### src/rtl/ws_pkg.sv
// Shared types and constants for the WS2812 binary-clock frame sequencer.
package ws_pkg;

    localparam int unsigned WS_NUM_COLS = 4;
    localparam int unsigned WS_NUM_ROWS = 4;
    localparam int unsigned WS_NUM_PIX  = WS_NUM_COLS * WS_NUM_ROWS;

    // Pixel word in WS2812 wire order: green, red, blue.
    typedef logic [23:0] grb_t;

    localparam grb_t WS_ON_COLOUR  = 24'h00_40_00;
    localparam grb_t WS_OFF_COLOUR = 24'h00_00_04;

    typedef enum logic [2:0] {
        StIdle,
        StLoad,
        StSend,
        StDrain,
        StLatch
    } ws_state_e;

endpackage

### src/rtl/ws_pixel_map.sv
// Combinational pixel lookup: strip index + digit snapshot -> GRB word.
// Column 0 is the most significant digit; row 0 is the digit LSB. With
// SERPENTINE set, odd columns run in the opposite direction along the strip.
// NUM_COLS and NUM_ROWS must be powers of two so the index splits into fields.
module ws_pixel_map
    import ws_pkg::*;
#(
    parameter int unsigned NUM_COLS   = WS_NUM_COLS,
    parameter int unsigned NUM_ROWS   = WS_NUM_ROWS,
    parameter grb_t        ON_COLOUR  = WS_ON_COLOUR,
    parameter grb_t        OFF_COLOUR = WS_OFF_COLOUR,
    parameter bit          SERPENTINE = 1'b1
) (
    input  logic [$clog2(NUM_COLS*NUM_ROWS)-1:0] idx_i,
    input  logic [NUM_COLS*NUM_ROWS-1:0]         snap_i,
    output logic [23:0]                          pix_data_o
);

    localparam int unsigned IdxW = $clog2(NUM_COLS * NUM_ROWS);
    localparam int unsigned RowW = $clog2(NUM_ROWS);
    localparam int unsigned ColW = $clog2(NUM_COLS);

    logic [ColW-1:0] col;
    logic [RowW-1:0] row;
    logic [RowW-1:0] row_eff;
    logic [IdxW-1:0] bit_idx;

    // Split the index, fold the serpentine direction and pick the snapshot bit.
    always_comb begin
        col     = idx_i[IdxW-1:RowW];
        row     = idx_i[RowW-1:0];
        // ~row == NUM_ROWS-1-row for a power-of-two row count.
        row_eff = (SERPENTINE && col[0]) ? ~row : row;
        // Column 0 lives in the top digit field, hence the inverted column.
        bit_idx = {~col, row_eff};
        pix_data_o = snap_i[bit_idx] ? ON_COLOUR : OFF_COLOUR;
    end

endmodule

### src/rtl/ws_frame_sequencer.sv
// Sequences one refresh of the 4x4 WS2812 binary-clock matrix: snapshots the
// digits, streams one GRB word per pixel over valid/ready, waits for the
// serializer to drain, then holds the latch gap before reporting frame_done.
module ws_frame_sequencer
    import ws_pkg::*;
#(
    parameter int unsigned NUM_COLS     = WS_NUM_COLS,
    parameter int unsigned NUM_ROWS     = WS_NUM_ROWS,
    parameter grb_t        ON_COLOUR    = WS_ON_COLOUR,
    parameter grb_t        OFF_COLOUR   = WS_OFF_COLOUR,
    parameter bit          SERPENTINE   = 1'b1,
    parameter int unsigned LATCH_CYCLES = 600
) (
    input  logic                         clk,
    input  logic                         reset,
    input  logic                         frame_req,
    input  logic [NUM_COLS*NUM_ROWS-1:0] digits,
    output logic [23:0]                  pix_data,
    output logic                         pix_valid,
    input  logic                         pix_ready,
    input  logic                         tx_idle,
    output logic                         busy,
    output logic                         frame_done
);

    localparam int unsigned NumPix = NUM_COLS * NUM_ROWS;
    localparam int unsigned IdxW   = $clog2(NumPix);
    localparam int unsigned CntW   = $clog2(LATCH_CYCLES + 1);

    localparam logic [IdxW-1:0] LastIdx   = IdxW'(NumPix - 1);
    localparam logic [CntW-1:0] LatchLoad = CntW'(LATCH_CYCLES - 1);

    ws_state_e             state_q, state_d;
    logic [NumPix-1:0]     snap_q, snap_d;
    logic [IdxW-1:0]       idx_q, idx_d;
    logic [CntW-1:0]       cnt_q, cnt_d;
    logic                  pend_q, pend_d;
    logic [23:0]           pix_data_q, pix_data_d;
    logic                  pix_valid_q, pix_valid_d;

    logic                  start;
    logic                  xfer;
    logic                  last;
    logic [IdxW-1:0]       map_idx;
    logic [23:0]           map_word;

    assign start = (state_q == StIdle) && (frame_req || pend_q);
    assign xfer  = pix_valid_q && pix_ready;
    assign last  = (idx_q == LastIdx);

    // In SEND the lookup runs one pixel ahead so the next word is ready on
    // the cycle after a transfer; in LOAD it fetches the current pixel.
    assign map_idx = (state_q == StSend) ? idx_q + 1'b1 : idx_q;

    ws_pixel_map #(
        .NUM_COLS   (NUM_COLS),
        .NUM_ROWS   (NUM_ROWS),
        .ON_COLOUR  (ON_COLOUR),
        .OFF_COLOUR (OFF_COLOUR),
        .SERPENTINE (SERPENTINE)
    ) u_pixel_map (
        .idx_i      (map_idx),
        .snap_i     (snap_q),
        .pix_data_o (map_word)
    );

    // State register.
    always_ff @(posedge clk or posedge reset) begin
        if (reset) begin
            state_q <= StIdle;
        end else begin
            state_q <= state_d;
        end
    end

    // Next-state logic.
    always_comb begin
        state_d = state_q;
        unique case (state_q)
            StIdle:  if (start) state_d = StLoad;
            StLoad:  state_d = StSend;
            StSend:  if (xfer && last) state_d = StDrain;
            StDrain: if (tx_idle) state_d = StLatch;
            StLatch: if (cnt_q == '0) state_d = StIdle;
            default: state_d = StIdle;
        endcase
    end

    // Datapath registers: snapshot, index, latch counter, pending flag, pixel port.
    always_ff @(posedge clk or posedge reset) begin
        if (reset) begin
            snap_q      <= '0;
            idx_q       <= '0;
            cnt_q       <= '0;
            pend_q      <= 1'b0;
            pix_data_q  <= '0;
            pix_valid_q <= 1'b0;
        end else begin
            snap_q      <= snap_d;
            idx_q       <= idx_d;
            cnt_q       <= cnt_d;
            pend_q      <= pend_d;
            pix_data_q  <= pix_data_d;
            pix_valid_q <= pix_valid_d;
        end
    end

    // Datapath next-state: requests outside IDLE collapse into one pending frame.
    always_comb begin
        snap_d      = snap_q;
        idx_d       = idx_q;
        cnt_d       = cnt_q;
        pend_d      = pend_q | frame_req;
        pix_data_d  = pix_data_q;
        pix_valid_d = pix_valid_q;
        case (state_q)
            StIdle: begin
                if (start) begin
                    snap_d = digits;
                    idx_d  = '0;
                    pend_d = 1'b0;
                end
            end
            StLoad: begin
                pix_data_d  = map_word;
                pix_valid_d = 1'b1;
            end
            StSend: begin
                if (xfer) begin
                    if (last) begin
                        pix_valid_d = 1'b0;
                    end else begin
                        idx_d      = idx_q + 1'b1;
                        pix_data_d = map_word;
                    end
                end
            end
            StDrain: begin
                if (tx_idle) cnt_d = LatchLoad;
            end
            StLatch: begin
                if (cnt_q != '0) cnt_d = cnt_q - 1'b1;
            end
            default: ;
        endcase
    end

    // Outputs.
    always_comb begin
        busy       = (state_q != StIdle);
        frame_done = (state_q == StLatch) && (cnt_q == '0);
        pix_data   = pix_data_q;
        pix_valid  = pix_valid_q;
    end

endmodule

### config.mk
export PLATFORM = sky130hd
export DESIGN_NAME = ws_frame_sequencer
export DESIGN_NICKNAME = d
export VERILOG_FILES = /design/src/rtl/ws_pkg.sv /design/src/rtl/ws_pixel_map.sv /design/src/rtl/ws_frame_sequencer.sv
export SDC_FILE = /design/constraint.sdc
export NUM_CORES = 1
export LEC_CHECK = 0
export CORE_MARGIN = 8
export CORE_UTILIZATION = 40
export DETAILED_ROUTE_END_ITERATION = 16
export DONT_BUFFER_PORTS = 1
export PLACE_DENSITY = 0.61
export SLEW_MARGIN = 20
export SYNTH_ARGS = -nofsm -noshare
export SYNTH_HDL_FRONTEND = slang
export SYNTH_HIERARCHICAL = 1
export SYNTH_SLANG_ARGS = --single-unit
export TNS_END_PERCENT = 1
### constraint.sdc
create_clock -name clk -period 3.45 [get_ports clk]
set_input_delay 0.5175 -clock clk [delete_from_list [all_inputs] [get_ports clk]]
set_output_delay 0.5175 -clock clk [all_outputs]
set_load 0.05 [all_outputs]
==> out/metrics.yaml <==
clocking:
  post_cts_resize_count: 0
  cts_setup_buffers: 0
  cts-root-buf: "clkbuf_8"
  cts_buffers: 9
  clock_latency_ns: 0.33
  cts.path.max_buffers: 2
  cts.sinks: 59
  htree_num_levels: 3
  postCtsHoldBufs: 0
  path_clk_slew_ns: 0.07
  cts_tree: "yes"
critical_path:
  critical_path.max_stage_delay_ns: 0.56
  ff2ff_setup_slack_ns: 0.85
  path_delay_family: "multiplexers"
  endpoint: "pix_data[14]"
  arrival_ns: 2.82
  critical-path-slowest-cell: "mux4_2"
  critPathKind: "reg -> reg"
  cp-startpoint: "state_q[1]"
  r2r-end: "pix_data[14]"
  path_depth: 8
  worstPathRequired_ns: 3.67
  end_kind: "flop"
  crit_path_max_fanout: 13
  r2r_start: "state_q[1]"
  ff2ff_path_depth: 8
  start_kind: "flop"
  crit_buf_inv: 2
  crit_chain: "nor3b_2 > buf_4 > ha_1 > inv_1 > mux4_2 > o22ai_2 > nor2_1 > mux2_2"
sta:
  slew_headroom: 0.464
  hold_violations: 0
  maxSlewViolCount: 0
  rsz0062_at_grt: "false"
  clock_skew_ns: 0.0109
  min_period_ns: 2.60
  setup_slack_ns: 0.848
  timing.fmax_mhz: 384
  hold_slack_ns: 0.194
  fin_setup_tns_ns: 0
  tightest_slew_ns: 0.802
  layout_worst_path_cycle_share: 0.754
  finalSetupViolCount: 0
grt:
  grt_pass1_vias: 1786
  grt-ovfl-total: 0
  antenna_found_initial: 0
  track_usage: 0.115
  grt_max_degree: 34
  grt_pass1_wl_mm: 9.15
floorplan:
  die_h_um: 103
  io_pins: 48
  fp.dieW_um: 103
  die-area_um2: 10500
  initial_utilization: 0.413
  num_rows: 31
  coreArea_um2: 7250
synthesis:
  syn_area_per_cell_um2: 12.2
  synthDistinctLibCells: 54
  async_flop_share: 1.00
  yosysWarnings: 6
  ys_seq_area_frac: 0.493
  ys_top_cells_by_area: "dfrtp_1, mux2_2, buf_4"
  synthCells: 245
  synth_most_common_cell: "dfrtp_1"
  postSynthRegisterBits: 59
  synth_ff_type: "dfrtp_1"
  synthTopCellsByCount: "dfrtp_1, mux2_2, buf_4"
  syn_area_um2: 2990
  synth_top_area_frac: 0.493
  synth_top_cell_by_area: "dfrtp_1"
  synth_edf_count: 0
finish:
  fin_util: 0.446
  area.growth.synth_to_final_pct: 8.02
  instances_no_fill: 355
  fin_area_um2: 3230
  diodes: 0
  drive_gt1_frac: 0.309
  layout.nets: 275
placed_design:
  place_ws_ns: 0.858
  hpwl_mm: 3.90
  portBuffers: 0
  globalplace.congestion: 0.761
  placedCellCount: 339
  dpl-instance-area_um2: 3010
pwr:
  ir_drop_mv: 0.249
  power_leakage_nw: 1.37
  p_per_area_nw_per_um2: 1160
  finalPower_mw: 3.75
drt:
  drc_errors: 0
  drt_wl_total_mm: 5.45
  drt_iter0_markers: 92
  ant_nets: 0
  drt-vias-per-instance: 4.97
  drt_pass1_iterations: 4
  routed-via-count: 1765
  wire_per_inst_um: 15.4
hold_path:
  hp-class: "in -> async"
status:
  status: "completed"
job:
  max-cap-violations: 0
[logic make-up after synthesis]
| family | synth area share |
|---|---|
| flip-flops | 0.493 |
| AND/OR/NAND/NOR | 0.110 |
| multiplexers | 0.201 |
| buffers and inverters | 0.0890 |
| AO/OA/AOI/OAI | 0.0836 |
| adder cells (fa/ha/maj) | 0.0125 |
| XOR/XNOR | 0.00878 |
| other | 0.00125 |
[power breakdown]
group	leakage (nW)	internal, mW	switching (mW)
clock	0.113	0.445	0.263
combinational	0.568	0.653	0.541
sequential	0.692	1.02	0.827
[layout by cell type (no fill, tap or decap), types with 2 or more instances in the layout]
master	n
a21oi_1	4
nand3_1	7
o21ai_0	2
o22a_1	2
nand2b_1	4
nor3_2	2
inv_1	9
nor3b_1	3
nor2_1	10
ha_1	3
buf_4	4
mux2_2	42
xnor2_1	3
conb_1	22
and2_1	2
o221ai_2	2
mux4_2	2
mux2i_1	7
nor3_1	4
nand2_1	10
a31oi_1	3
bufinv_16	2
clkbuf_8	11
dfrtp_1	59
a22o_1	2
o21a_1	2
[routing by layer]
layer / track usage / share of wire
met2: 0.170 / 0.46
met1: 0.140 / 0.43
met4: 0.0711 / 0.024
met3: 0.0419 / 0.082
met5: 0 / 0
[layout make-up]
type                            instances  area, µm²
Multi-Input combinational cell        167       1340
Inverter                               10       37.5
Tap cell                               99        124
Clock buffer                           12        155
Fill cell                             705       4020
Sequential cell                        59       1480
Clock inverter                          4       72.6
Timing Repair Buffer                    4       30.0
[worst min path at each step]
| stage | to | slack [ns] | startpoint | cells past startpoint |
|---|---|---|---|---|
| detailed placement | snap_q[13] | 0.50 | snap_q[13] | 1 |
| global placement | snap_q[2] | 0.49 | snap_q[2] | 1 |
| floorplan | snap_q[1] | 0.48 | snap_q[1] | 1 |
| finish | pix_data[1] | 0.19 | reset | 1 |
| CTS | pix_data[1] | 0.20 | reset | 1 |
| global route | pix_data[1] | 0.23 | reset | 1 |
[flip-flops by register name, summed over array words and instances, names as in the netlist]
name	flops
idx_q	4
pend_q	1
state_q	3
snap_q	16
cnt_q	10
pix_data	24
pix_valid	1
[worst register-to-register path: cells and delay by family (launching register included)]
kind	cells	cell delay (ns)
compound gates	1	0.17
fa+ha+maj	1	0.24
buf+inv	2	0.44
flops	1	0.54
mux	2	0.82
simple gates	2	0.28
(Power assumes the default switching activity.)
==> variant 1, RTL diff (same settings) <==
Set the package constant `WS_NUM_ROWS` to 2 (it was 4).
--- a/src/rtl/ws_pkg.sv
+++ b/src/rtl/ws_pkg.sv
@@ -4,3 +4,3 @@
     localparam int unsigned WS_NUM_COLS = 4;
-    localparam int unsigned WS_NUM_ROWS = 4;
+    localparam int unsigned WS_NUM_ROWS = 2;
     localparam int unsigned WS_NUM_PIX  = WS_NUM_COLS * WS_NUM_ROWS;
Ports: changed (resized digits); port bits go from 48 to 40. No check against the original RTL was run, so the function may have changed too.
==> variant 1 against the original RTL <==
  * Sequential cell count decreased by 9
  * Sequential share of layout area is 0.39 points higher
  * Synthesized cell count down 11%
  * Cell count down 16%
  * Setup slack lost 0.066 ns
  * Power fell by 22%
  * Final area is 16% lower
  * Area after synthesis decreased by 12%
  * Maximum frequency fell by 2.5%
  * First-iteration DRC count decreased by 58%
  * Sequential power shrank 13%
  * Worst hold slack improved by 0.041 ns
  * Largest power group unchanged
  * Die area is 10% lower
  * Wire length down 18%
==> variant 1: results <==
export IMPL_status="complete, no violations"
export IMPL_drv_slew=0
export IMPL_peakVddDrop_v=0.000541
export IMPL_cp_arrival_ns=2.86
export IMPL_cts_buffers=5
export IMPL_synth_top_area_share_pct=47.6
export IMPL_leakagePower_uw=0.00121
export IMPL_gr_usage_met1_pct=11.6
export IMPL_nets=238
export IMPL_regToRegSetupSlack_ns=0.78
export IMPL_routedWlPerCell_um=14.9
export IMPL_pwr_share_seq_pct=55.3
export IMPL_ys_top_cells_by_count="50 x dfrtp_1, 24 x buf_4, 20 x mux2_4"
export IMPL_initialDrtViolationCount=39
export IMPL_grt_max_degree=51
export IMPL_path_max_fanout=12
export IMPL_wl_met2_um=2100
export IMPL_slew_headroom_pct=42.5
export IMPL_use_met3_pct=4.48
export IMPL_clk_power_uw=402
export IMPL_p_int_uw=1580
export IMPL_hp_class="in -> async"
export IMPL_layout_drive_gt1_share_pct=25.2
export IMPL_dr_wl_met3_um=387
export IMPL_critPathSlowestCell="mux4_1"
export IMPL_cts_htree_levels=2
export IMPL_m1WireLength_um=1940
export IMPL_clk_pin_slew_ns=0.09
export IMPL_whs_ns=0.235
export IMPL_seq_area_frac_synth_pct=47.6
export IMPL_insertion_delay_ns=0.30
export IMPL_grt_first_pass_wirelength_um=7930
export IMPL_synth_distinct_cells=43
export IMPL_grtUsageTotal_pct=10.1
export IMPL_synth_area_leaders="dfrtp_1 48%, mux2_4 11%, buf_4 6.9%"
export IMPL_via_count=1541
export IMPL_grt_pass1_vias=1583
export IMPL_gp_congestion=0.820
==> variant 1: cell types whose count changed after synthesis, moves of 6 or more <==
cell and delta:
dfrtp_1 -9, mux2_4 +19, mux2_2 -28, mux2i_1 -6
==> variant 1: logic make-up after synthesis <==
kind of cell,count (synthesis),synth area share [%]
muxes,37,19.8
DFF,50,47.6
adders and majority gates,4,1.90
AOI/OAI and AO/OA,30,8.04
buffers and inverters,39,10.3
and+or+nand+nor,56,12.3
other,1,0.143
==> variant 1: stage by stage <==
step	util (%)	total power (uW)	cells	setup slack (ns)	cell area [um2]
2_1_floorplan	-	2430	238	0.669	2710
5_1_grt	42.8	3120	299	0.583	2720
3_5_place_dp	41.1	2550	291	0.786	2610
3_3_place_gp	41.1	2520	291	0.890	2610
4_1_cts	42.8	2970	299	0.774	2720
6_report	42.8	2920	299	0.782	2720
==> variant 1: final cells by class <==
type	count	area, um2
fillers	615	3630
flip-flops and latches	50	1250
multi-input cells	149	1190
well taps	77	96.3
clock buffers	5	68.8
inverters	12	46.3
clock inverters	3	40.0
repair buffers	3	22.5
==> variant 1: path summary, 6_finish.rpt <==
kind / from / endpoint
min in group clk: tx_idle / state_q[1]$_DFFE_PP0P_
setup reg to reg: state_q[0]$_DFFE_PP0P_ / pix_data[14]$_DFFE_PP0P_
max in group asynchronous: reset / pix_data[8]$_DFFE_PP0P_
setup / recovery: state_q[0]$_DFFE_PP0P_ / pix_data[14]$_DFFE_PP0P_
hold / removal: reset / pix_data[9]$_DFFE_PP0P_
hold reg to reg: snap_q[3]$_DFFE_PP0P_ / snap_q[3]$_DFFE_PP0P_
==> variant 2, RTL diff (config.mk and constraints unchanged) <==
Without the edit above. The 5 states of `ws_state_e` get a one-hot encoding in 5 bits.
--- a/src/rtl/ws_pkg.sv
+++ b/src/rtl/ws_pkg.sv
@@ -13,8 +13,8 @@
 
-    typedef enum logic [2:0] {
-        StIdle,
-        StLoad,
-        StSend,
-        StDrain,
-        StLatch
+    typedef enum logic [4:0] {
+        StIdle  = 5'b00001,
+        StLoad  = 5'b00010,
+        StSend  = 5'b00100,
+        StDrain = 5'b01000,
+        StLatch = 5'b10000
     } ws_state_e;
Function: no difference found for any inputs over 10 cycles, from zero or initial values and one cycle with reset high; not proved beyond that.
==> variant 2 against the original RTL <==
  * Setup slack lost 0.32 ns
  * Area after synthesis up 4.6%
  * Final area increased by 1.4%
  * Cell count is 6.2% higher
  * Wire length up 2.0%
  * Critical path depth unchanged
  * Power down 16%
  * Sequential cell count up 2
  * Largest cell class unchanged
  * Largest power group unchanged
==> variant 2: results <==
export IMPL_cp_endpoint="pix_data[14]$_DFFE_PP0P_"
export IMPL_cp_arrival_ns=3.15
export IMPL_ctsRootBufferMaster="clkbuf_8"
export IMPL_area_growth_pct=4.80
export IMPL_peakVddDrop_v=0.000484
export IMPL_nets=296
export IMPL_synth_mux_area_share_pct=17.5
export IMPL_use_met2_pct=16.3
export IMPL_synth_area_leaders="dfrtp_1 48%, mux2_2 14%, buf_4 5.5%"
export IMPL_power_frac_comb_pct=28.9
export IMPL_rr_endpoint="pix_data[14]$_DFFE_PP0P_"
export IMPL_antenna_found_initial=0
export IMPL_regToRegSetupSlack_ns=0.52
export IMPL_skew_ns=0.00992
export IMPL_seq_area_frac_synth_pct=48.8
export IMPL_grt_max_degree=44
export IMPL_use_met3_pct=4.28
export IMPL_wl_met2_um=2480
export IMPL_leakagePower_uw=0.00139
export IMPL_path_delay_family="simple AND/OR/NAND/NOR gates"
export IMPL_grt_first_pass_wirelength_um=9770
export IMPL_swShare_pct=45.2
export IMPL_synth_distinct_cells=50
export IMPL_hp_class="in -> async"
export IMPL_via_count=1889
export IMPL_io_buffer_count=0
export IMPL_path_max_fanout=10
export IMPL_placed_cell_area_um2=3130
export IMPL_synthAdderAreaFrac_pct=1.20
export IMPL_synth_xor_area_share_pct=3.08
export IMPL_grt_pass1_vias=1986
export IMPL_ys_top_cells_by_count="60 x dfrtp_1, 39 x mux2_2, 23 x buf_4"
export IMPL_post_dp_hpwl_um=3970
export IMPL_grtUsageTotal_pct=11.0
export IMPL_switchingPower_uw=1430
export IMPL_worst_pin_slew_ns=0.868
export IMPL_gr_usage_met1_pct=13.2
export IMPL_m1WireLength_um=2470
export IMPL_gp_congestion=0.789
export IMPL_clockPowerShare_pct=16.5
export IMPL_initialDrtViolationCount=65
export IMPL_layout_drive_gt1_share_pct=26.5
export IMPL_dr_wl_met3_um=439
export IMPL_routedWlPerCell_um=14.8
export IMPL_status="complete, no violations"
export IMPL_synth_compound_area_share_pct=6.75
export IMPL_n_fill_cell=731
variant 2: cell types whose count changed after synthesis, sizes merged, moves of 3 or more:
cell	unedited run	this run
a211oi	0	3
a31oi	3	0
nand2	10	16
nor4	0	4
nor3b	4	1
xor2	0	9
nor2	11	17
mux2i	7	4
nand4	1	6
variant 2: cell type report:
type	count	share of cell area, %
timing repair buffer	4	0.915
tap	102	3.89
clock buffer	9	3.78
clock inverter	5	0.915
inverter	11	1.26
multi-input combinational	185	42.7
sequential	61	46.6
variant 2: per-stage QoR:
| step | worst slack, ns | hold slack (ns) | instances |
|---|---|---|---|
| after CTS | 0.539 | 0.272 | 377 |
| after floorplan | 0.675 | 0.461 | 290 |
| after global routing | 0.319 | 0.308 | 377 |
| after global placement | 0.611 | 0.488 | 363 |
| after detailed placement | 0.553 | 0.495 | 363 |
| final | 0.523 | 0.242 | 377 |
